[config.mk]
export PLATFORM = sky130hd
export DESIGN_NAME = can_rx_destuff
export DESIGN_NICKNAME = d
export VERILOG_FILES = /design/src/rtl/can_rx_destuff.sv
export SDC_FILE = /design/constraint.sdc
export NUM_CORES = 1
export LEC_CHECK = 0
export CAP_MARGIN = 10
export CORE_UTILIZATION = 45
export CTS_BUF_LIST = sky130_fd_sc_hd__clkbuf_8
export DETAILED_ROUTE_END_ITERATION = 10
export GPL_TIMING_DRIVEN = 0
export PLACE_DENSITY = 0.65
export REMOVE_ABC_BUFFERS = 1
export SLEW_MARGIN = 10
export SYNTH_ARGS = -nofsm -noshare
export SYNTH_HDL_FRONTEND = slang
export SYNTH_SLANG_ARGS = --single-unit
[constraint.sdc]
create_clock -name clk -period 3.88 [get_ports clk]
set_input_delay 0.582 -clock clk [delete_from_list [all_inputs] [get_ports clk]]
set_output_delay 0.582 -clock clk [all_outputs]
set_load 0.03 [all_outputs]
[src/rtl/can_rx_destuff.sv]
// CAN receive destuffer: SOF detect, stuff-bit removal/flagging, stuff-error check, destuffed bit count.
// Optional CAN_RX_STUFF_ERR_CNT_EN adds a saturating 8-bit stuff-error counter output err_cnt.
module can_rx_destuff #(
  parameter int POST_BITS = 10,
  parameter int IDLE_BITS = 11
) (
  input  logic       clk,
  input  logic       reset,
  input  logic       sp,
  input  logic       rx_bit,
  output logic       data_bit,
  output logic       data_valid,
  output logic       is_stuff,
  output logic [9:0] bit_count,
  output logic       stuff_err,
  output logic       in_frame,
  output logic       ide,
  output logic       rtr,
  output logic [3:0] dlc
`ifdef CAN_RX_STUFF_ERR_CNT_EN
  ,
  output logic [7:0] err_cnt
`endif
);

  typedef enum logic [2:0] {
    S_IDLE,
    S_STUFFED,
    S_STUFF_TAIL,
    S_POST,
    S_ERROR
  } state_t;

  localparam logic [7:0] L_POST_BITS = 8'(POST_BITS);
  localparam logic [7:0] L_IDLE_BITS = 8'(IDLE_BITS);

  state_t     r_state;
  logic [2:0] r_run;
  logic       r_last;
  logic [9:0] r_cnt;
  logic       r_data_bit;
  logic       r_data_valid;
  logic       r_is_stuff;
  logic       r_stuff_err;
  logic       r_in_frame;
  logic       r_ide;
  logic       r_rtr;
  logic [3:0] r_dlc;
  logic [7:0] r_post_cnt;
  logic [7:0] r_idle_cnt;

  state_t     w_state_nxt;
  logic [2:0] w_run_nxt;
  logic       w_last_nxt;
  logic [9:0] w_cnt_nxt;
  logic       w_data_bit_nxt;
  logic       w_data_valid_nxt;
  logic       w_is_stuff_nxt;
  logic       w_stuff_err_nxt;
  logic       w_in_frame_nxt;
  logic       w_ide_nxt;
  logic       w_rtr_nxt;
  logic [3:0] w_dlc_nxt;
  logic [7:0] w_post_nxt;
  logic [7:0] w_idle_nxt;

  logic [9:0] w_cnt_inc;
  logic [2:0] w_run_upd;
  logic [3:0] w_n;
  logic [9:0] w_end;
  logic [7:0] w_post_inc;
  logic [7:0] w_idle_inc;

  assign w_cnt_inc  = r_cnt + 10'd1;
  assign w_run_upd  = (rx_bit == r_last) ? (r_run + 3'd1) : 3'd1;
  assign w_post_inc = r_post_cnt + 8'd1;
  assign w_idle_inc = r_idle_cnt + 8'd1;

  // Stuffing region ends on the last CRC bit; data length saturates at 8 bytes.
  assign w_n   = r_rtr ? 4'd0 : ((r_dlc > 4'd8) ? 4'd8 : r_dlc);
  assign w_end = (r_ide ? 10'd54 : 10'd34) + {3'b000, w_n, 3'b000};

  always_comb begin
    w_state_nxt      = r_state;
    w_run_nxt        = r_run;
    w_last_nxt       = r_last;
    w_cnt_nxt        = r_cnt;
    w_data_bit_nxt   = r_data_bit;
    w_data_valid_nxt = 1'b0;
    w_is_stuff_nxt   = 1'b0;
    w_stuff_err_nxt  = 1'b0;
    w_in_frame_nxt   = r_in_frame;
    w_ide_nxt        = r_ide;
    w_rtr_nxt        = r_rtr;
    w_dlc_nxt        = r_dlc;
    w_post_nxt       = r_post_cnt;
    w_idle_nxt       = r_idle_cnt;
    if (sp) begin
      case (r_state)
        S_IDLE: begin
          if (!rx_bit) begin
            w_data_valid_nxt = 1'b1;
            w_data_bit_nxt   = 1'b0;
            w_cnt_nxt        = 10'd1;
            w_run_nxt        = 3'd1;
            w_last_nxt       = 1'b0;
            w_ide_nxt        = 1'b0;
            w_rtr_nxt        = 1'b0;
            w_dlc_nxt        = 4'd0;
            w_post_nxt       = 8'd0;
            w_in_frame_nxt   = 1'b1;
            w_state_nxt      = S_STUFFED;
          end
        end
        S_STUFFED: begin
          if (r_run == 3'd5) begin
            if (rx_bit != r_last) begin
              w_is_stuff_nxt = 1'b1;
              w_run_nxt      = 3'd1;
              w_last_nxt     = rx_bit;
            end else begin
              w_stuff_err_nxt = 1'b1;
              w_idle_nxt      = 8'd0;
              w_state_nxt     = S_ERROR;
            end
          end else begin
            w_data_valid_nxt = 1'b1;
            w_data_bit_nxt   = rx_bit;
            w_cnt_nxt        = w_cnt_inc;
            w_run_nxt        = w_run_upd;
            w_last_nxt       = rx_bit;
            // r_cnt is the index of this destuffed bit; extended frames re-load rtr after the SRR.
            if (r_cnt == 10'd12) w_rtr_nxt = rx_bit;
            if (r_cnt == 10'd13) w_ide_nxt = rx_bit;
            if (!r_ide && r_cnt >= 10'd15 && r_cnt <= 10'd18) w_dlc_nxt = {r_dlc[2:0], rx_bit};
            if (r_ide && r_cnt == 10'd32) w_rtr_nxt = rx_bit;
            if (r_ide && r_cnt >= 10'd35 && r_cnt <= 10'd38) w_dlc_nxt = {r_dlc[2:0], rx_bit};
            if (w_cnt_inc == w_end) begin
              w_state_nxt = (w_run_upd == 3'd5) ? S_STUFF_TAIL : S_POST;
            end
          end
        end
        S_STUFF_TAIL: begin
          if (rx_bit != r_last) begin
            w_is_stuff_nxt = 1'b1;
            w_run_nxt      = 3'd1;
            w_last_nxt     = rx_bit;
            w_state_nxt    = S_POST;
          end else begin
            w_stuff_err_nxt = 1'b1;
            w_idle_nxt      = 8'd0;
            w_state_nxt     = S_ERROR;
          end
        end
        S_POST: begin
          w_data_valid_nxt = 1'b1;
          w_data_bit_nxt   = rx_bit;
          w_cnt_nxt        = w_cnt_inc;
          w_post_nxt       = w_post_inc;
          if (w_post_inc == L_POST_BITS) begin
            w_in_frame_nxt = 1'b0;
            w_state_nxt    = S_IDLE;
          end
        end
        S_ERROR: begin
          if (rx_bit) begin
            w_idle_nxt = w_idle_inc;
            if (w_idle_inc == L_IDLE_BITS) begin
              w_in_frame_nxt = 1'b0;
              w_state_nxt    = S_IDLE;
            end
          end else begin
            w_idle_nxt = 8'd0;
          end
        end
        default: w_state_nxt = S_IDLE;
      endcase
    end
  end

  always_ff @(posedge clk or posedge reset) begin
    if (reset) begin
      r_state      <= S_IDLE;
      r_run        <= 3'd0;
      r_last       <= 1'b1;
      r_cnt        <= 10'd0;
      r_data_bit   <= 1'b0;
      r_data_valid <= 1'b0;
      r_is_stuff   <= 1'b0;
      r_stuff_err  <= 1'b0;
      r_in_frame   <= 1'b0;
      r_ide        <= 1'b0;
      r_rtr        <= 1'b0;
      r_dlc        <= 4'd0;
      r_post_cnt   <= 8'd0;
      r_idle_cnt   <= 8'd0;
    end else begin
      r_state      <= w_state_nxt;
      r_run        <= w_run_nxt;
      r_last       <= w_last_nxt;
      r_cnt        <= w_cnt_nxt;
      r_data_bit   <= w_data_bit_nxt;
      r_data_valid <= w_data_valid_nxt;
      r_is_stuff   <= w_is_stuff_nxt;
      r_stuff_err  <= w_stuff_err_nxt;
      r_in_frame   <= w_in_frame_nxt;
      r_ide        <= w_ide_nxt;
      r_rtr        <= w_rtr_nxt;
      r_dlc        <= w_dlc_nxt;
      r_post_cnt   <= w_post_nxt;
      r_idle_cnt   <= w_idle_nxt;
    end
  end

  assign data_bit   = r_data_bit;
  assign data_valid = r_data_valid;
  assign is_stuff   = r_is_stuff;
  assign bit_count  = r_cnt;
  assign stuff_err  = r_stuff_err;
  assign in_frame   = r_in_frame;
  assign ide        = r_ide;
  assign rtr        = r_rtr;
  assign dlc        = r_dlc;

`ifdef CAN_RX_STUFF_ERR_CNT_EN
  logic [7:0] r_err_cnt;

  always_ff @(posedge clk or posedge reset) begin
    if (reset) begin
      r_err_cnt <= 8'd0;
    end else if (w_stuff_err_nxt && r_err_cnt != 8'hFF) begin
      r_err_cnt <= r_err_cnt + 8'd1;
    end
  end

  assign err_cnt = r_err_cnt;
`endif

endmodule

==> out/metrics.yaml <==
cp-start-kind: "input pin"
dp_hpwl_um: 4690
dp.cells: 446
slowest_delay_ps: 650
final-hold-violation-count: 0
insertion_delay_ps: 300
fmax_mhz: 362
cts_tree: "done"
track_usage_pct: 20.1
path_depth: 5
clock_path_buffers: 2
numCtsBuffers: 5
portBuffers: 24
drive_above_1_share_pct: 6.10
fin_hold_ws_ps: 519
critical_path_arrival_ps: 2950
num_vias: 2611
slowest_stage: "clkdlybuf4s50_1"
rows: 29
path_delay_family: "simple AND/OR/NAND/NOR gates"
wl_per_cell_um: 14.6
grtUsageMet3_pct: 3.36
hp-class: "reg2reg"
layout_common_cells: "43 x dfrtp_1, 38 x o21ai_0, 37 x nand2_1"
routed_wl_um: 6650
dieArea_mm2: 0.00707
dr.pass1.iters: 7
r2r_cells: 10
busiest_layer: "met2"
first_iter_violations: 146
outcome: "finished with violations"
clkTransAtPathRegs_ps: 90
violations: "DRC"
die_h_um: 84.1
final_cells: 454
worst-setup-path-type: "in2reg"
fin_crit_ps: 2760
yosys_warnings: 0
diodes: 0
whs_path_depth: 1
ant_nets: 0
reg2reg_setup_slack_ps: 1280
ys_ff_latch: 44
worstPathMaxFanout: 9
grt_pass1_wl_um: 11500
vdd_drop_max_mv: 0.324
synth_seq_area_share_pct: 36.4
endpoint_kind: "flop"
cts_setup_buffers: 0
final_util_pct: 53.0
grt_max_degree: 29
finalSetupViolations: 0
setup_slack_ps: 1120
min_period_over_period_pct: 71.1
setup_tns_ps: 0
netlist_instances: 361
cts_sinks: 44
cts.htree.levels: 2
critPathBufInv: 1
grt_pass1_vias: 2400
syn_area_mm2: 0.00303
antenna_found_initial: 0
routabilityCongestion: 0.821
area_growth_pct: 12.3
cts_root_buf: "clkbuf_8"
synthFlopType: "dfrtp_1"
viasPerCell: 5.75
async_flop_share_pct: 100
drv_slew: 0
cap_violations: 0
pin_count: 25
grtUsageMet2_pct: 32.4
ctsHoldBuffers: 0
cp_cell_sequence: "clkdlybuf4s50_1 > nor2b_1 > nand3_1 > a21oi_2 > mux2_2"
post-place-ws_ps: 833
met1_usage_pct: 27.5
slew_headroom_pct: 57.1
required_ps: 4070
leakagePower_uw: 0.00142
grt_overflow: 0
core_area_mm2: 0.00642
drc: 8
power.density_mw_per_mm2: 620
final_net_count: 395
synth-edff-count: 0
skew_ps: 3.76
rsz0062_at_grt: "no"
worst_pin_slew_ps: 642
synth.avg_cell_area_um2: 8.40
dieWidth_um: 84.1
cts_resized: 0
yosysUniqueCellTypes: 65
final_common_cell: "dfrtp_1"
start_util_pct: 47.2
-- flip-flops by register name (all words and copies together) (netlist names), 3 cells and up --
register / count
bit_count: 10
r_idle_cnt: 8
r_post_cnt: 8
dlc: 4
r_run: 3
r_state: 3
-- cells in the mapped netlist (all sizes together) (6+ instances only) --
library cell  count  area [um2]
nand3            20         105
o21ai            39         195
clkbuf            7        26.3
nor2b            11        68.8
o31ai             8        60.1
xnor2            11        96.3
xor2              6        52.6
ha               15         188
nand2b            7        43.8
a21oi            10        53.8
buf              10        56.3
nor3              8        40.0
dfrtp            43        1080
nand2            38         145
nor2             32         120
inv              18        67.6
-- power by group --
part | switching, uW | internal (uW)
Combinational | 612 | 439
Clock | 169 | 144
Sequential | 177 | 569
-- through the flow --
stage                     instance area (um2)  total power (uW)
after floorplan                          2950              1480
after global placement                   3290              1780
after detailed placement                 3310              1800
after CTS                                3400              2120
after global routing                     3400              2290
final                                    3400              2110
-- layer usage --
layer	vias up	part of all wire, %
met5	-	0
met4	0	1.1
met3	6	2.7
met2	42	46
met1	1240	50
li1	1323	-
-- final timing paths --
check / from / endpoint
min: r_idle_cnt[6] / r_idle_cnt[6]
max: sp / dlc[0]
min reg2reg: r_idle_cnt[6] / r_idle_cnt[6]
min in group asynchronous: reset / r_idle_cnt[2]
max reg2reg: dlc[3] / r_state[0]
max in group asynchronous: reset / dlc[0]
-- final cells by class --
| cell class | count | area (um2) |
|---|---|---|
| Inverter | 18 | 67.6 |
| Tap cell | 77 | 96.3 |
| Fill cell | 594 | 3020 |
| Clock buffer | 6 | 82.6 |
| Timing Repair Buffer | 25 | 260 |
| Clock inverter | 2 | 15.0 |
| Sequential cell | 44 | 1100 |
| Multi-Input combinational cell | 282 | 1780 |
-- cell families after synthesis --
group,count (synthesis),synth area share (%)
buf+inv,35,4.95
mux,6,2.02
flops,44,36.4
simple gates,151,25.8
xor+xnor,17,4.91
fa+ha+maj,15,6.19
compound gates,93,19.8
-- worst reg2reg max path: cells and delay by family (launching register included) --
family                   cells  cell delay (ps)
AO/OA/AOI/OAI                4              710
buffers and inverters        1               40
adder cells (fa/ha/maj)      2              560
flip-flops                   1              440
AND/OR/NAND/NOR              3              730
Power figures use the tool's default switching activity.
